**config.mk**
```make
export PLATFORM = sky130hd
export DESIGN_NAME = io_port_unit
export DESIGN_NICKNAME = d
export VERILOG_FILES = /design/src/rtl/io_port_unit.sv
export SDC_FILE = /design/constraint.sdc
export NUM_CORES = 1
export LEC_CHECK = 0
export CAP_MARGIN = 40
export CORE_ASPECT_RATIO = 0.7
export CORE_MARGIN = 5
export CORE_UTILIZATION = 45
export DETAILED_ROUTE_END_ITERATION = 10
export PLACE_DENSITY = 0.7
export SYNTH_ARGS = -nofsm -noshare
export SYNTH_HDL_FRONTEND = slang
export SYNTH_SLANG_ARGS = --single-unit
```
**constraint.sdc**
```tcl
create_clock -name clock -period 3 [get_ports clock]
set_input_delay 0.45 -clock clock [delete_from_list [all_inputs] [get_ports clock]]
set_output_delay 0.45 -clock clock [all_outputs]
set_load 0.005 [all_outputs]
```
**src/rtl/io_port_unit.sv**
```systemverilog
`default_nettype none
// ============================================================================
//  Module   : io_port_unit
//  Purpose  : Board I/O responder for the control core. Latches OUTLED values
//             onto 16 LEDs and OUTSS values into a 32-bit register scanned
//             across 8 hex digits. Synchronizes and debounces 16 switches for
//             INSW reads and flags debounced changes since the last read.
//  Revision : 1.0  initial release
// ============================================================================
module io_port_unit #(
  parameter int REFRESH_DIV     = 50000,
  parameter int DEBOUNCE_CYCLES = 500000
) (
  input  logic        clock,
  input  logic        reset,
  input  logic [1:0]  controlHI,
  input  logic [31:0] data_in,
  input  logic        should_read_from_input_instead_of_memory,
  input  logic [15:0] switches,
  output logic [15:0] leds,
  output logic [7:0]  anodes,
  output logic [7:0]  segments,
  output logic [31:0] input_value,
  output logic        switch_changed
);

  localparam int c_ref_w = $clog2(REFRESH_DIV);
  localparam int c_deb_w = $clog2(DEBOUNCE_CYCLES + 1);
  localparam logic [c_ref_w-1:0] c_ref_last = c_ref_w'(REFRESH_DIV - 1);
  localparam logic [c_deb_w-1:0] c_deb_last = c_deb_w'(DEBOUNCE_CYCLES - 1);

  localparam logic [1:0] c_hi_outled = 2'd1;
  localparam logic [1:0] c_hi_outss  = 2'd2;

  logic [31:0]        r_display;
  logic [2:0]         r_index;
  logic [c_ref_w-1:0] r_refresh;
  logic [15:0]        r_sync1;
  logic [15:0]        r_sync2;
  logic [15:0]        r_cand;
  logic [c_deb_w-1:0] r_deb_cnt;
  logic [15:0]        r_debounced;
  logic [3:0]         w_nibble;
  logic [6:0]         w_seg7;

  // Latch core output writes: OUTLED to the LEDs, OUTSS to the display register
  always_ff @(posedge clock or negedge reset) begin
    if (!reset) begin
      leds      <= 16'h0000;
      r_display <= 32'h0000_0000;
    end else if (controlHI == c_hi_outled) begin
      leds <= data_in[15:0];
    end else if (controlHI == c_hi_outss) begin
      r_display <= data_in;
    end
  end

  // Digit scan: hold each digit REFRESH_DIV cycles, then step to the next one
  always_ff @(posedge clock or negedge reset) begin
    if (!reset) begin
      r_refresh <= '0;
      r_index   <= 3'd0;
    end else if (r_refresh == c_ref_last) begin
      r_refresh <= '0;
      r_index   <= r_index + 3'd1;
    end else begin
      r_refresh <= r_refresh + c_ref_w'(1);
    end
  end

  // Decode the selected nibble of the display register to active-low segments
  always_comb begin
    w_nibble = r_display[{r_index, 2'b00} +: 4];
    w_seg7   = 7'h7F;
    case (w_nibble)
      4'h0: w_seg7 = 7'h40;
      4'h1: w_seg7 = 7'h79;
      4'h2: w_seg7 = 7'h24;
      4'h3: w_seg7 = 7'h30;
      4'h4: w_seg7 = 7'h19;
      4'h5: w_seg7 = 7'h12;
      4'h6: w_seg7 = 7'h02;
      4'h7: w_seg7 = 7'h78;
      4'h8: w_seg7 = 7'h00;
      4'h9: w_seg7 = 7'h10;
      4'hA: w_seg7 = 7'h08;
      4'hB: w_seg7 = 7'h03;
      4'hC: w_seg7 = 7'h46;
      4'hD: w_seg7 = 7'h21;
      4'hE: w_seg7 = 7'h06;
      4'hF: w_seg7 = 7'h0E;
      default: w_seg7 = 7'h7F;
    endcase
    anodes   = ~(8'b0000_0001 << r_index);
    segments = {1'b1, w_seg7};
  end

  // Two-flop synchronizer for the asynchronous switch levels
  always_ff @(posedge clock or negedge reset) begin
    if (!reset) begin
      r_sync1 <= 16'h0000;
      r_sync2 <= 16'h0000;
    end else begin
      r_sync1 <= switches;
      r_sync2 <= r_sync1;
    end
  end

  // Debounce: any change restarts the window; a full stable window is accepted
  always_ff @(posedge clock or negedge reset) begin
    if (!reset) begin
      r_cand      <= 16'h0000;
      r_deb_cnt   <= '0;
      r_debounced <= 16'h0000;
    end else if (r_sync2 != r_cand) begin
      r_cand    <= r_sync2;
      r_deb_cnt <= '0;
    end else if (r_deb_cnt == c_deb_last) begin
      r_debounced <= r_cand;
    end else begin
      r_deb_cnt <= r_deb_cnt + c_deb_w'(1);
    end
  end

  // Sticky change flag; a new change outranks a same-cycle read so none is lost
  always_ff @(posedge clock or negedge reset) begin
    if (!reset) begin
      switch_changed <= 1'b0;
    end else if ((r_sync2 == r_cand) && (r_deb_cnt == c_deb_last) &&
                 (r_cand != r_debounced)) begin
      switch_changed <= 1'b1;
    end else if (should_read_from_input_instead_of_memory) begin
      switch_changed <= 1'b0;
    end
  end

  assign input_value = {16'h0000, r_debounced};

endmodule
`default_nettype wire

```
==> results.yml <==
status:
  outcome: "completed"
logic_synthesis:
  avgSynthCellArea_um2: 12.9
  synth_area_mm2: 0.00657
  synth_xor_area_share_pct: 8.53
  synth_edf_count: 0
  synth.area.mux_share_pct: 15.9
  synth_seq_area_share_pct: 57.5
  synth_area_leader_cell: "dfrtp_1"
  post-synth-top-area-fraction_pct: 57.5
  synth-seq-cells: 151
  synth_top_family_by_area: "multiplexers"
  synthCells: 509
  yosysUniqueCellTypes: 41
  synthTopCellsByArea: "dfrtp_1 (58%), mux2_2 (9.6%), xnor2_1 (4.9%)"
  synthSimpleGateAreaFrac_pct: 8.84
  synthAdderAreaFrac_pct: 2.48
  yosysWarnings: 0
  synth_compound_area_share_pct: 1.75
  synthFlopType: "dfrtp_1"
  async_flop_share_pct: 100
critical_path:
  r2r_setup_slack_ps: 370
  cp-end-kind: "primary output"
  ff2ff_path_depth: 6
  worstReg2RegEnd: "r_debounced[7]"
  critPathMaxFanout: 5
  worstPathRequired_ps: 2550
  cp-start-kind: "flop"
  critPathArrivalTime_ps: 2510
  critPathKind: "reg2out"
  r2r_start: "r_cand[12]"
route:
  wl_per_cell_um: 16.2
  drc: 0
  viasPerCell: 4.96
  postRouteAntennaNets: 0
  dr_total_vias: 4099
  drt_wl_total_um: 13400
  first_iter_violations: 217
  drt-pass1-iter-count: 4
sta:
  skew_ps: 9.92
  period_needed_ps: 2960
  clock.fmax_mhz: 338
  hold_violations: 0
  setup_slack_ps: 42.0
  worst_slew_pin_slew_ps: 876
  rsz0062_at_grt: "true"
  maxSlewViolCount: 0
  slew_headroom_pct: 41.1
  setup_viol: 0
  finalCritPeriodShare_pct: 98.6
floorplanning:
  die_h_um: 111
  start_util_pct: 45.3
  boundaryPins: 118
  core_mm2: 0.0145
  die_area_mm2: 0.0172
  fp-row-count: 37
  die_w_um: 154
power_and_ir_drop:
  swShare_pct: 24.1
  p_comb_share_pct: 11.5
  power_density_mw_per_mm2: 589
  p_int_mw: 3.79
  p_seq_share_pct: 44.9
  p_switching_mw: 1.20
  finalPower_mw: 5.00
  power_leakage_nw: 3.65
  p_clk_share_pct: 43.6
  irDropWorstVdd_uv: 449
clocking:
  h-tree-depth: 4
  path_clk_slew_ps: 60
  clockRootBuffer: "clkbuf_16"
  cts_tree: "done"
  clockBufferDepth: 2
  cts_buffers: 17
  clock_sinks: 151
  clkLatencyLatePin_ps: 420
  postCtsHoldBufs: 0
layout:
  areaGrowthSynthToFinish_pct: 29.2
  n_antenna_cell: 0
  nets: 685
  layout-drive-gt1-share_pct: 25.0
global_route:
  grt_pass1_vias: 4506
  grt_pass1_wl_um: 22600
  grt_max_degree: 67
  antenna_found_initial: 0
  grtUsageMet2_pct: 26.0
  gr-max-usage-layer: "met2"
  use_met3_pct: 4.60
  overflow: 0
  grtUsageMet1_pct: 21.8
  grt.total_usage_pct: 16.5
place:
  place_hpwl_um: 9810
  dp_slack_ps: -91.0
  place_congestion: 0.864
  numPortBuffers: 100
worst_hold_path:
  hp-class: "in2async"
job:
  maxCapViolCount: 0
==> cells in the final DEF (no fill, tap or decap), drive strengths merged, types with 20 or more instances in the layout <==
master         count
dfrtp            151
clkdlybuf4s50     92
mux2              65
xnor2             37
nor2              35
xor2              27
buf               26
inv               25
clkbuf            23
nand2             20
==> how the worst max path moves through the flow <==
stage | start | end | slack, ps
5_1_grt | r_index[0] | segments[3] | -100
3_3_place_gp | r_index[0] | segments[0] | 40
3_5_place_dp | r_index[0] | segments[0] | -90
4_1_cts | r_index[0] | segments[0] | -80
6_report | r_index[0] | segments[3] | 40
2_1_floorplan | r_index[0] | segments[3] | 450
==> through the flow <==
step           instances  hold WS [ps]  util (%)  TNS (ps)  instance area (um^2)
6_report             827          10.1      58.6         0                  8480
5_1_grt              827          38.9      58.6      -242                  8480
4_1_cts              827          23.2      58.2      -136                  8430
3_5_place_dp         787           336      53.3      -174                  7730
3_3_place_gp         787           333      53.3         0                  7730
2_1_floorplan        524           154         -         0                  6630
==> cell families (layout without fill, tap and decap cells) <==
logic type / count (synthesis) / count (layout)
AO/OA/AOI/OAI: 18 / 18
XOR/XNOR: 64 / 64
adder cells (fa/ha/maj): 13 / 13
buffers and inverters: 63 / 171
flip-flops: 151 / 151
multiplexers: 83 / 83
other: 2 / 17
AND/OR/NAND/NOR: 115 / 115
==> synth_stat cells (all sizes together) (3+ instances only) <==
| cell | count |
|---|---|
| clkbuf | 23 |
| or4b | 3 |
| mux2 | 65 |
| inv | 16 |
| mux4 | 8 |
| nor2 | 35 |
| xnor2 | 37 |
| o21ai | 4 |
| ha | 13 |
| mux2i | 10 |
| nand4 | 10 |
| xor2 | 27 |
| nor2b | 3 |
| nor3 | 7 |
| dfrtp | 151 |
| nor4 | 7 |
| and3 | 5 |
| a21oi | 5 |
| and2 | 3 |
| buf | 24 |
| nand3 | 14 |
| nand2 | 20 |
==> power groups by stage <==
stage | Sequential, mW | Combinational, mW | Clock [mW]
after floorplan | 2.26 | 0.258 | 0
after global placement | 2.28 | 0.507 | 0
after detailed placement | 2.28 | 0.524 | 0
after CTS | 2.25 | 0.538 | 2.24
after global routing | 2.26 | 0.620 | 2.33
final | 2.25 | 0.574 | 2.18
==> critical path, cell delays in order, from the launching register on <==
cell and delay [ps]:
dfrtp_2 460, buf_6 130, mux4_2 470, mux2i_1 160, buf_4 190, ha_4 220, nor2_4 80, a211oi_2 50
a21oi_1 160, buf_2 160
==> per-layer routing <==
metal	part of all wire (%)	up-vias
li1	-	1917
met5	0	-
met1	45	2069
met3	4.6	22
met4	2.1	0
met2	48	91
==> repair_timing <==
action	CTS	global route
pin swaps	0	5
setup buffers	8	1
gates resized for setup	21	32
setup endpoints to repair	7	7
==> cell type report <==
type	count	area, um^2
fill	1135	6010
timing repair buffer	123	1150
clock inverter	14	180
tap	195	244
multi-input combinational	310	2620
inverter	16	62.6
sequential	151	3780
clock buffer	18	439
==> state kept, by name, summed over array words and instances, names as in the netlist <==
register / flops
r_display: 32
r_sync2: 16
r_cand: 16
r_deb_cnt: 19
r_index: 3
r_sync1: 16
r_debounced: 16
r_refresh: 16
leds: 16
switch_changed: 1
Note: power is estimated with default switching activity, not from simulation.
